==> src/rtl/mem_port_arbiter_if.sv <==
// Memory port bus shared by the arbiter (master) and the single-ported memory (slave).
//   mem_req   : access request, held until the completing cycle
//   mem_we    : 1 = write, 0 = read
//   mem_addr  : access address
//   mem_wdata : write data
//   mem_rdata : read data, valid when mem_req & mem_ready
//   mem_ready : access completes in the cycle where mem_req & mem_ready
interface mem_port_if #(
   parameter int ADDR_W = 32,
   parameter int DATA_W = 32
);
   logic              mem_req;
   logic              mem_we;
   logic [ADDR_W-1:0] mem_addr;
   logic [DATA_W-1:0] mem_wdata;
   logic [DATA_W-1:0] mem_rdata;
   logic              mem_ready;

   modport master (
      output mem_req, mem_we, mem_addr, mem_wdata,
      input  mem_rdata, mem_ready
   );

   modport slave (
      input  mem_req, mem_we, mem_addr, mem_wdata,
      output mem_rdata, mem_ready
   );
endinterface

==> src/rtl/mem_port_arbiter.sv <==
// Shares one single-ported, variable-latency memory between instruction fetch
// and the memory stage. Data accesses go first (older instruction), returned
// words are buffered, and PipeStall is held until every access the current
// cycle needs has completed. StallCount is a saturating stall-cycle counter.
//
// Ports:
//   clk, reset            : clock, synchronous active-low reset
//   IReqF, PCF            : fetch request and address
//   InstrF                : buffered instruction word
//   DReqM, DWeM           : memory-stage request, 1 = store
//   ALUResultM, WriteDataM: data address and store data
//   ReadDataM             : buffered load data
//   PipeStall             : freeze PC and pipeline registers
//   mem                   : memory port (registered request side)
//   StallCount            : cycles with PipeStall = 1, saturating
//
// state | meaning
// IDLE  | no access in flight; launches the next needed access or lets the pipe advance
// DACC  | memory-stage load/store in flight
// IACC  | instruction fetch in flight
module mem_port_arbiter #(
   parameter int ADDR_W = 32,
   parameter int DATA_W = 32,
   parameter int CNT_W  = 16
) (
   input  logic              clk,
   input  logic              reset,
   input  logic              IReqF,
   input  logic [ADDR_W-1:0] PCF,
   output logic [DATA_W-1:0] InstrF,
   input  logic              DReqM,
   input  logic              DWeM,
   input  logic [ADDR_W-1:0] ALUResultM,
   input  logic [DATA_W-1:0] WriteDataM,
   output logic [DATA_W-1:0] ReadDataM,
   output logic              PipeStall,
   mem_port_if.master        mem,
   output logic [CNT_W-1:0]  StallCount
);

   typedef enum logic [1:0] {
      IDLE = 2'd0,
      DACC = 2'd1,
      IACC = 2'd2
   } state_t;

   state_t            state_q, state_d;
   logic              d_done_q, d_done_d;
   logic              i_done_q, i_done_d;
   logic              mem_req_q, mem_req_d;
   logic              mem_we_q, mem_we_d;
   logic [ADDR_W-1:0] mem_addr_q, mem_addr_d;
   logic [DATA_W-1:0] mem_wdata_q, mem_wdata_d;
   logic [DATA_W-1:0] instr_q, instr_d;
   logic [DATA_W-1:0] rdata_q, rdata_d;
   logic [CNT_W-1:0]  stall_cnt_q, stall_cnt_d;

   logic need_d, need_i, pipe_stall, mem_done;

   always_comb begin
      need_d     = DReqM & ~d_done_q;
      need_i     = IReqF & ~i_done_q;
      pipe_stall = need_d | need_i;
      mem_done   = mem_req_q & mem.mem_ready;

      state_d     = state_q;
      d_done_d    = d_done_q;
      i_done_d    = i_done_q;
      mem_req_d   = mem_req_q;
      mem_we_d    = mem_we_q;
      mem_addr_d  = mem_addr_q;
      mem_wdata_d = mem_wdata_q;
      instr_d     = instr_q;
      rdata_d     = rdata_q;
      stall_cnt_d = stall_cnt_q;

      if (pipe_stall && (stall_cnt_q != {CNT_W{1'b1}})) begin
         stall_cnt_d = stall_cnt_q + CNT_W'(1);
      end

      case (state_q)
         IDLE: begin
            if (need_d) begin
               state_d     = DACC;
               mem_req_d   = 1'b1;
               mem_we_d    = DWeM;
               mem_addr_d  = ALUResultM;
               mem_wdata_d = WriteDataM;
            end else if (need_i) begin
               state_d    = IACC;
               mem_req_d  = 1'b1;
               mem_we_d   = 1'b0;
               mem_addr_d = PCF;
            end else begin
               // Nothing outstanding means PipeStall is low: the pipe advances
               // this edge, so the next cycle belongs to a new instruction pair.
               d_done_d = 1'b0;
               i_done_d = 1'b0;
            end
         end
         DACC: begin
            if (mem_done) begin
               d_done_d = 1'b1;
               if (!mem_we_q) begin
                  rdata_d = mem.mem_rdata;
               end
               if (need_i) begin
                  // Chain straight into the fetch without dropping mem_req.
                  state_d    = IACC;
                  mem_we_d   = 1'b0;
                  mem_addr_d = PCF;
               end else begin
                  state_d   = IDLE;
                  mem_req_d = 1'b0;
               end
            end
         end
         IACC: begin
            if (mem_done) begin
               i_done_d  = 1'b1;
               instr_d   = mem.mem_rdata;
               state_d   = IDLE;
               mem_req_d = 1'b0;
            end
         end
         default: begin
            state_d   = IDLE;
            mem_req_d = 1'b0;
         end
      endcase
   end

   always_ff @(posedge clk) begin
      if (!reset) begin
         state_q     <= IDLE;
         d_done_q    <= 1'b0;
         i_done_q    <= 1'b0;
         mem_req_q   <= 1'b0;
         mem_we_q    <= 1'b0;
         mem_addr_q  <= '0;
         mem_wdata_q <= '0;
         instr_q     <= '0;
         rdata_q     <= '0;
         stall_cnt_q <= '0;
      end else begin
         state_q     <= state_d;
         d_done_q    <= d_done_d;
         i_done_q    <= i_done_d;
         mem_req_q   <= mem_req_d;
         mem_we_q    <= mem_we_d;
         mem_addr_q  <= mem_addr_d;
         mem_wdata_q <= mem_wdata_d;
         instr_q     <= instr_d;
         rdata_q     <= rdata_d;
         stall_cnt_q <= stall_cnt_d;
      end
   end

   assign PipeStall     = pipe_stall;
   assign InstrF        = instr_q;
   assign ReadDataM     = rdata_q;
   assign StallCount    = stall_cnt_q;
   assign mem.mem_req   = mem_req_q;
   assign mem.mem_we    = mem_we_q;
   assign mem.mem_addr  = mem_addr_q;
   assign mem.mem_wdata = mem_wdata_q;

endmodule

==> src/flat_wrapper.sv <==
// flat-port wrapper written by rule: the top's interface ports become plain ports
module mem_port_arbiter_flat 
#(
   parameter int ADDR_W = 32,
   parameter int DATA_W = 32,
   parameter int CNT_W  = 16
)
  (clk, reset, IReqF, PCF, InstrF, DReqM, DWeM, ALUResultM, WriteDataM, ReadDataM, PipeStall, StallCount, mem_mem_req, mem_mem_we, mem_mem_addr, mem_mem_wdata, mem_mem_rdata, mem_mem_ready);
  mem_port_if #(.ADDR_W(ADDR_W), .DATA_W(DATA_W)) mem_i ();
  input  logic clk;
  input  logic reset;
  input  logic IReqF;
  input  logic [ADDR_W-1:0] PCF;
  output logic [DATA_W-1:0] InstrF;
  input  logic DReqM;
  input  logic DWeM;
  input  logic [ADDR_W-1:0] ALUResultM;
  input  logic [DATA_W-1:0] WriteDataM;
  output logic [DATA_W-1:0] ReadDataM;
  output logic PipeStall;
  output logic [CNT_W-1:0] StallCount;
  output wire logic [$bits(mem_i.mem_req)-1:0] mem_mem_req;
  output wire logic [$bits(mem_i.mem_we)-1:0] mem_mem_we;
  output wire logic [$bits(mem_i.mem_addr)-1:0] mem_mem_addr;
  output wire logic [$bits(mem_i.mem_wdata)-1:0] mem_mem_wdata;
  input wire logic [$bits(mem_i.mem_rdata)-1:0] mem_mem_rdata;
  input wire logic [$bits(mem_i.mem_ready)-1:0] mem_mem_ready;
  assign mem_mem_req = mem_i.mem_req;
  assign mem_mem_we = mem_i.mem_we;
  assign mem_mem_addr = mem_i.mem_addr;
  assign mem_mem_wdata = mem_i.mem_wdata;
  assign mem_i.mem_rdata = mem_mem_rdata;
  assign mem_i.mem_ready = mem_mem_ready;
  mem_port_arbiter #(.ADDR_W(ADDR_W), .DATA_W(DATA_W), .CNT_W(CNT_W)) u_core (.clk(clk), .reset(reset), .IReqF(IReqF), .PCF(PCF), .InstrF(InstrF), .DReqM(DReqM), .DWeM(DWeM), .ALUResultM(ALUResultM), .WriteDataM(WriteDataM), .ReadDataM(ReadDataM), .PipeStall(PipeStall), .mem(mem_i), .StallCount(StallCount));
endmodule
==> config.mk <==
export PLATFORM = sky130hd
export DESIGN_NAME = mem_port_arbiter_flat
export DESIGN_NICKNAME = d
export VERILOG_FILES = /design/src/rtl/mem_port_arbiter_if.sv /design/src/rtl/mem_port_arbiter.sv /design/src/flat_wrapper.sv
export SDC_FILE = /design/constraint.sdc
export NUM_CORES = 1
export LEC_CHECK = 0
export BUFFER_PORTS_ARGS = -buffer_cell sky130_fd_sc_hd__clkbuf_2
export CORE_MARGIN = 10
export CORE_UTILIZATION = 45
export DETAILED_ROUTE_END_ITERATION = 10
export PLACE_DENSITY_LB_ADDON = 0.08
export SYNTH_ARGS = -nofsm -noshare
export SYNTH_HDL_FRONTEND = slang
export SYNTH_SLANG_ARGS = --single-unit
==> constraint.sdc <==
create_clock -name clk -period 2.53 [get_ports clk]
set_clock_uncertainty 0.2 [all_clocks]
set_input_delay 0.3795 -clock clk [delete_from_list [all_inputs] [get_ports clk]]
set_output_delay 0.3795 -clock clk [all_outputs]
set_load 0.01 [all_outputs]
==> results of run 1 <==
## metrics by stage
step / std cells / hold slack (ps) / utilization, %
2_1_floorplan: 709 / 268 / -
3_3_place_gp: 1127 / 242 / 57.5
3_5_place_dp: 1127 / 245 / 57.5
4_1_cts: 1212 / 0.361 / 65.6
5_1_grt: 1212 / 8.73 / 65.6
6_report: 1212 / 15.3 / 65.6
## layout make-up
cell class	count	share of cell area [%]
repair buffers	353	24.5
flip-flops and latches	150	34.6
inverters	5	0.245
multi-input cells	500	32.3
clock buffers	22	5.12
well taps	176	2.54
clock inverters	6	0.663
## power by group
| group | switching, mW | leakage (nW) | total (mW) | internal, mW |
|---|---|---|---|---|
| Sequential | 0.0867 | 1.22 | 2.59 | 2.50 |
| Clock | 0.890 | 0.245 | 2.21 | 1.32 |
| Combinational | 0.517 | 2.26 | 0.944 | 0.427 |
## flip-flops by register name, summed over array words and instances (netlist names)
name                  count
u_core.mem.mem_addr      32
u_core.ReadDataM         32
u_core.state_q            2
u_core.mem.mem_we         1
u_core.StallCount        16
u_core.i_done_q           1
u_core.mem.mem_req        1
u_core.d_done_q           1
u_core.mem.mem_wdata     32
u_core.InstrF            32
## routing by layer
layer / wire length, um / global-route usage (%)
met5: 0 / 0
met4: 155 / 7.16
met3: 1720 / 8.12
met2: 9440 / 32.7
met1: 7930 / 23.7
## critical path, stage by stage (launching register included)
cell and delay [ps]:
dfxtp_1 360, and2b_2 280, nor2_2 320, inv_1 70
clkbuf_2 140
## cell families after synthesis
| group | Yosys count | share of synthesized area, % |
|---|---|---|
| AOI/OAI and AO/OA | 210 | 20.9 |
| adders and majority gates | 1 | 0.206 |
| buffers and inverters | 59 | 4.81 |
| DFF | 150 | 49.3 |
| muxes | 34 | 5.59 |
| and+or+nand+nor | 255 | 19.1 |
## placed cells by master, fill, tap and decap left out, drive strengths merged, types with 5 or more instances in the layout
master,netlist,layout
mux2i,34,34
dfxtp,150,150
nand3,7,7
o21ai,12,12
buf,29,16
o31ai,6,6
nor2,8,8
or4,8,8
a211oi,35,35
nand2,198,198
clkbuf,25,302
inv,5,5
a21oi,146,146
dlygate4sd3,0,57
## what timing repair did
| action | 4_1_cts | 5_1_grt |
|---|---|---|
| hold endpoints to repair | 76 | 0 |
| hold buffers | 57 | 0 |
| resized for setup | 0 | 1 |
| endpoints found under the setup margin | 0 | 1 |
## worst paths after layout
path	start	end	slack, ps	cells past startpoint
max reg2reg	u_core.StallCount[1]$_SDFFE_PN0P_	u_core.StallCount[14]$_SDFFE_PN0P_	500	5
max	u_core.d_done_q$_SDFFE_PN0P_	PipeStall	370	4
min	mem_mem_rdata[13]	u_core.InstrF[13]$_SDFFE_PN0P_	20	3
min reg2reg	u_core.InstrF[27]$_SDFFE_PN0P_	u_core.InstrF[27]$_SDFFE_PN0P_	250	2
==> qor.yml, run 1 <==
drv_slew: 0
grt_pass1_wl_um: 30300
clock_path_buffers: 2
vias: 6128
antenna_found_initial: 0
drtAntennaViolNets: 0
setup_viol_count_final: 0
dieWidth_um: 136
synthFlopType: "dfxtp_1"
multi_input_area_mm2: 0.00281
wl_per_cell_um: 15.9
p_leak_nw: 3.73
numCtsBuffers: 17
gp_congestion: 0.790
ys_top_cells_by_area: "dfxtp_1, nand2_1, a21oi_1, mux2i_1, a211oi_1"
relSlewSlack_pct: 67.5
path_max_fanout: 12
status: "completed"
syn_area_mm2: 0.00609
grt_pass1_vias: 5870
portBuffers: 280
drt_pass1_iterations: 4
place_area_mm2: 0.00761
max_freq_ghz: 0.464
gr-usage-all-layers_pct: 20.2
postCtsSetupBuffers: 0
yosys_warnings: 0
die_y_um: 136
cts.sinks: 150
yosys.cell_count.top_type: "nand2_1"
yosysTopAreaCell: "dfxtp_1"
ys_top_cells_by_count: "nand2_1, dfxtp_1, a21oi_1"
critPathKind: "reg2out"
start_util_pct: 46.0
total_power_mw: 5.75
clkLatencyLatePin_ps: 410
p_per_area_mw_per_mm2: 662
ir_drop_v: 0.000392
cts_root_buf: "clkbuf_16"
syn-instance-count: 709
worst_pin_slew_ps: 482
start_kind: "flip-flop"
hold_violations: 0
yosysTopAreaCellShare_pct: 49.3
hp-class: "in2reg"
drc: 0
rsz0062_at_grt: "no"
area_growth_pct: 42.7
worst_slack_ps: 373
synthArstFlopShare_pct: 0
fillers: 1184
synth_enable_flop_cells: 0
antenna_cells: 0
required_ps: 1950
tns_ps: 0
dieArea_mm2: 0.0186
synth.distinct_cells: 54
period_needed_ps: 2160
cts_tree: "yes"
io_pins: 281
post_route_cells_drive_above_1_share_pct: 33.7
via_per_inst: 5.06
drt_iter0_markers: 347
place_hpwl_um: 13700
seq_area_mm2: 0.00300
synth-seq-cells: 150
post-place-ws_ps: 526
synth_area_per_cell_um2: 8.58
path_clk_slew_ps: 60
post-route-period-util_pct: 85.3
drv_cap: 0
routed_wl_um: 19200
design.final.nets: 1162
row_count: 42
endpoint_kind: "output port"
critical_path_arrival_ps: 1580
fin_area_mm2: 0.00868
yosysSeqAreaShare_pct: 49.3
synth_nets: 844
core_mm2: 0.0132
grt_overflow_total: 0
grt_max_degree: 57
htree_levels: 4
Note: power is estimated with default switching activity, not from simulation.
==> run 2: changes to the inputs <==
--- a/config.mk
+++ b/config.mk
@@ -5,6 +5,7 @@
 export SDC_FILE = /design/constraint.sdc
 export NUM_CORES = 1
 export LEC_CHECK = 0
+export ABC_AREA = 1
 export BUFFER_PORTS_ARGS = -buffer_cell sky130_fd_sc_hd__clkbuf_2
 export CORE_MARGIN = 10
 export CORE_UTILIZATION = 45
==> qor.yml, run 2 <==
status: "completed"
yosys_warnings: 0  # unchanged
yosysTopAreaCell: "dfxtp_1"
layout_common_cells: "nor2_1, clkbuf_2, o21ai_0"
reg2reg_from: "u_core.StallCount[0]$_SDFFE_PN0P_"
wl_per_cell_um: 15.1  # -5.0%
yosysSeqAreaShare_pct: 49.7  # +0.37 points
routed_wl_um: 20200  # +5.1%
critPathKind: "reg2reg"
clock_path_buffers: 2  # unchanged
post_route_cells_drive_above_1_share_pct: 28.7  # -5.0 points
start_util_pct: 45.8  # -0.16 points
reg2reg_slack_ps: 550  # +50 ps
drc: 0  # unchanged
ir_drop_v: 0.000464  # +18%
worst_pin_slew_ps: 1050  # +565 ps
synth_area_per_cell_um2: 7.02  # -18%
r2r_end: "u_core.StallCount[11]$_SDFFE_PN0P_"
htree_levels: 4  # unchanged
p_per_area_mw_per_mm2: 782  # +18%
row_count: 42  # unchanged
critPathBufInv: 0  # -2
dieWidth_um: 136  # -0.32%
ys_top_cells_by_area: "dfxtp_1, nor2_1, o21ai_0, nand2_1, clkbuf_1"
drtAntennaViolNets: 0  # unchanged
drv_cap: 0  # unchanged
cts_resized: 0  # unchanged
whs_path_depth: 3  # unchanged
ctsHoldBuffers: 31  # -46%
path_clk_slew_ps: 60  # about the same
reg2reg_depth: 7  # +2
critical_path_arrival_ps: 2120  # +540 ps
grt_max_degree: 67  # +18%
cts_root_buf: "clkbuf_16"
postCtsSetupBuffers: 0  # unchanged
syn_area_mm2: 0.00604  # -0.74%
antenna_found_initial: 0  # unchanged
portBuffers: 280  # unchanged
worstSetupStartpoint: "u_core.StallCount[0]$_SDFFE_PN0P_"
max_freq_ghz: 0.505  # +8.9%
drt_iter0_markers: 424  # +22%
worstHoldStart: "mem_mem_rdata[17]"
endpoint_kind: "flip-flop"
yosysTopAreaCellShare_pct: 49.7  # +0.37 points
crit_family: "simple AND/OR/NAND/NOR gates"
grt_pass1_vias: 5911  # +0.70%
core_mm2: 0.0132  # -0.40%
post-route-period-util_pct: 78.3  # -7.0 points
synth.distinct_cells: 22  # -59%
hp-class: "in2reg"
clkLatencyLatePin_ps: 420  # about the same
p_leak_nw: 4.10  # +9.9%
cpMaxStageDelayCell: "dfxtp_1"
synth-seq-cells: 150  # unchanged
required_ps: 2670  # +720 ps
gp_congestion: 0.854  # +8.1%
grt_pass1_wl_um: 30800  # +1.5%
synthFlopType: "dfxtp_1"
hold_violations: 0  # unchanged
io_pins: 281  # unchanged
synth_enable_flop_cells: 0  # unchanged
synth_nets: 996  # +18%
die_y_um: 136  # -0.32%
syn-instance-count: 861  # +21%
vias: 6463  # +5.5%
period_needed_ps: 1980  # -176 ps
min_to: "u_core.InstrF[17]$_SDFFE_PN0P_"
final_common_cell: "nor2_1"
yosys.cell_count.top_type: "nor2_1"
numCtsBuffers: 17  # unchanged
drv_slew: 0  # unchanged
crit_path_max_incr_delay_ps: 440  # +80 ps
ys_top_cells_by_count: "nor2_1, o21ai_0, dfxtp_1"
dieArea_mm2: 0.0185  # -0.64%
path_cells: "ha_1, nand3_1, nor2_1, nand2_1, nand2_2, nand2_1, a21oi_1"
drt_pass1_iterations: 6  # +2
crit_path_frequent_cell: "nand2_1"
antenna_cells: 0  # unchanged
rsz0062_at_grt: "no"
path_max_fanout: 10  # -2
cts.sinks: 150  # unchanged
area_growth_pct: 39.6
cts_tree: "yes"
relSlewSlack_pct: 30.1  # -37 points
gr-usage-all-layers_pct: 20.8  # +0.60 points
design.final.nets: 1287  # +11%
start_kind: "flip-flop"
tns_ps: 0  # unchanged
synthArstFlopShare_pct: 0  # unchanged
via_per_inst: 4.82  # -4.7%
grt_overflow_total: 0  # unchanged
whs_ps: 23.3  # +7.96 ps
place_hpwl_um: 14200  # +3.5%
setup_viol_count_final: 0  # unchanged
run 2: cell types whose count changed after synthesis, sizes merged, moves of 8 or more:
cell,delta
buf,-10
nand2,-63
inv,+24
o21ai,+152
nor2,+285
a21oi,-130
or4,-8
mux2i,-34
a211oi,-35
run 2: kinds of logic after synthesis:
kind of cell               synth area share (%)
AOI/OAI and AO/OA                          15.1
xor gates and xnor gates                  0.870
adders and majority gates                 0.207
buffers and inverters                      5.43
DFF                                        49.7
and+or+nand+nor                            28.7
run 2: worst min-delay path: stages:
cell	delay, ps
clkbuf_2	80
o21ai_0	70
nor2_1	70
run 2: layout make-up:
cell class              count  area (um2)
clock buffers              20         457
clock inverters            12         126
fillers                  1267        4760
inverters                  29         109
multi-input cells         632        2710
flip-flops and latches    150        3000
well taps                 176         220
repair buffers            322        1810
run 2: power by group:
part / switching, mW / total [mW] / internal [mW]
logic: 0.855 / 1.37 / 0.518
registers: 0.142 / 2.77 / 2.62
clock network: 0.960 / 2.46 / 1.50
total: 1.96 / 6.60 / 4.64
run 2: stage by stage:
| stage | setup slack (ps) | util, % | total power [mW] | area, um2 | cells |
|---|---|---|---|---|---|
| 3_3_place_gp | 609 | 57.2 | 4.13 | 7540 | 1278 |
| 5_1_grt | 385 | 63.9 | 6.97 | 8430 | 1341 |
| 4_1_cts | 550 | 63.9 | 6.66 | 8430 | 1341 |
| 3_5_place_dp | 552 | 57.2 | 4.15 | 7540 | 1278 |
| 6_report | 549 | 63.9 | 6.60 | 8430 | 1341 |
| 2_1_floorplan | 800 | - | 3.59 | 6040 | 861 |
run 2: layer usage:
metal / part of all wire (%) / GRT usage [%] / vias to the layer above
met4: 2.4 / 7.87 / 0
met3: 7.9 / 7.38 / 31
met2: 48 / 33.9 / 198
li1: - / - / 3332
met5: 0 / 0 / -
met1: 41 / 24.6 / 2902
run 2: worst max path at each step:
stage                                     endpoint  slack, ps  cells past startpoint
2_1_floorplan   u_core.StallCount[11]$_SDFFE_PN0P_        800                      7
3_3_place_gp        u_core.state_q[0]$_SDFFE_PN0P_        610                      5
3_5_place_dp   u_core.mem.mem_addr[8]$_SDFFE_PN0P_        550                      7
4_1_cts         u_core.StallCount[11]$_SDFFE_PN0P_        550                      7
5_1_grt          u_core.StallCount[8]$_SDFFE_PN0P_        390                      6
6_report        u_core.StallCount[11]$_SDFFE_PN0P_        550                      7
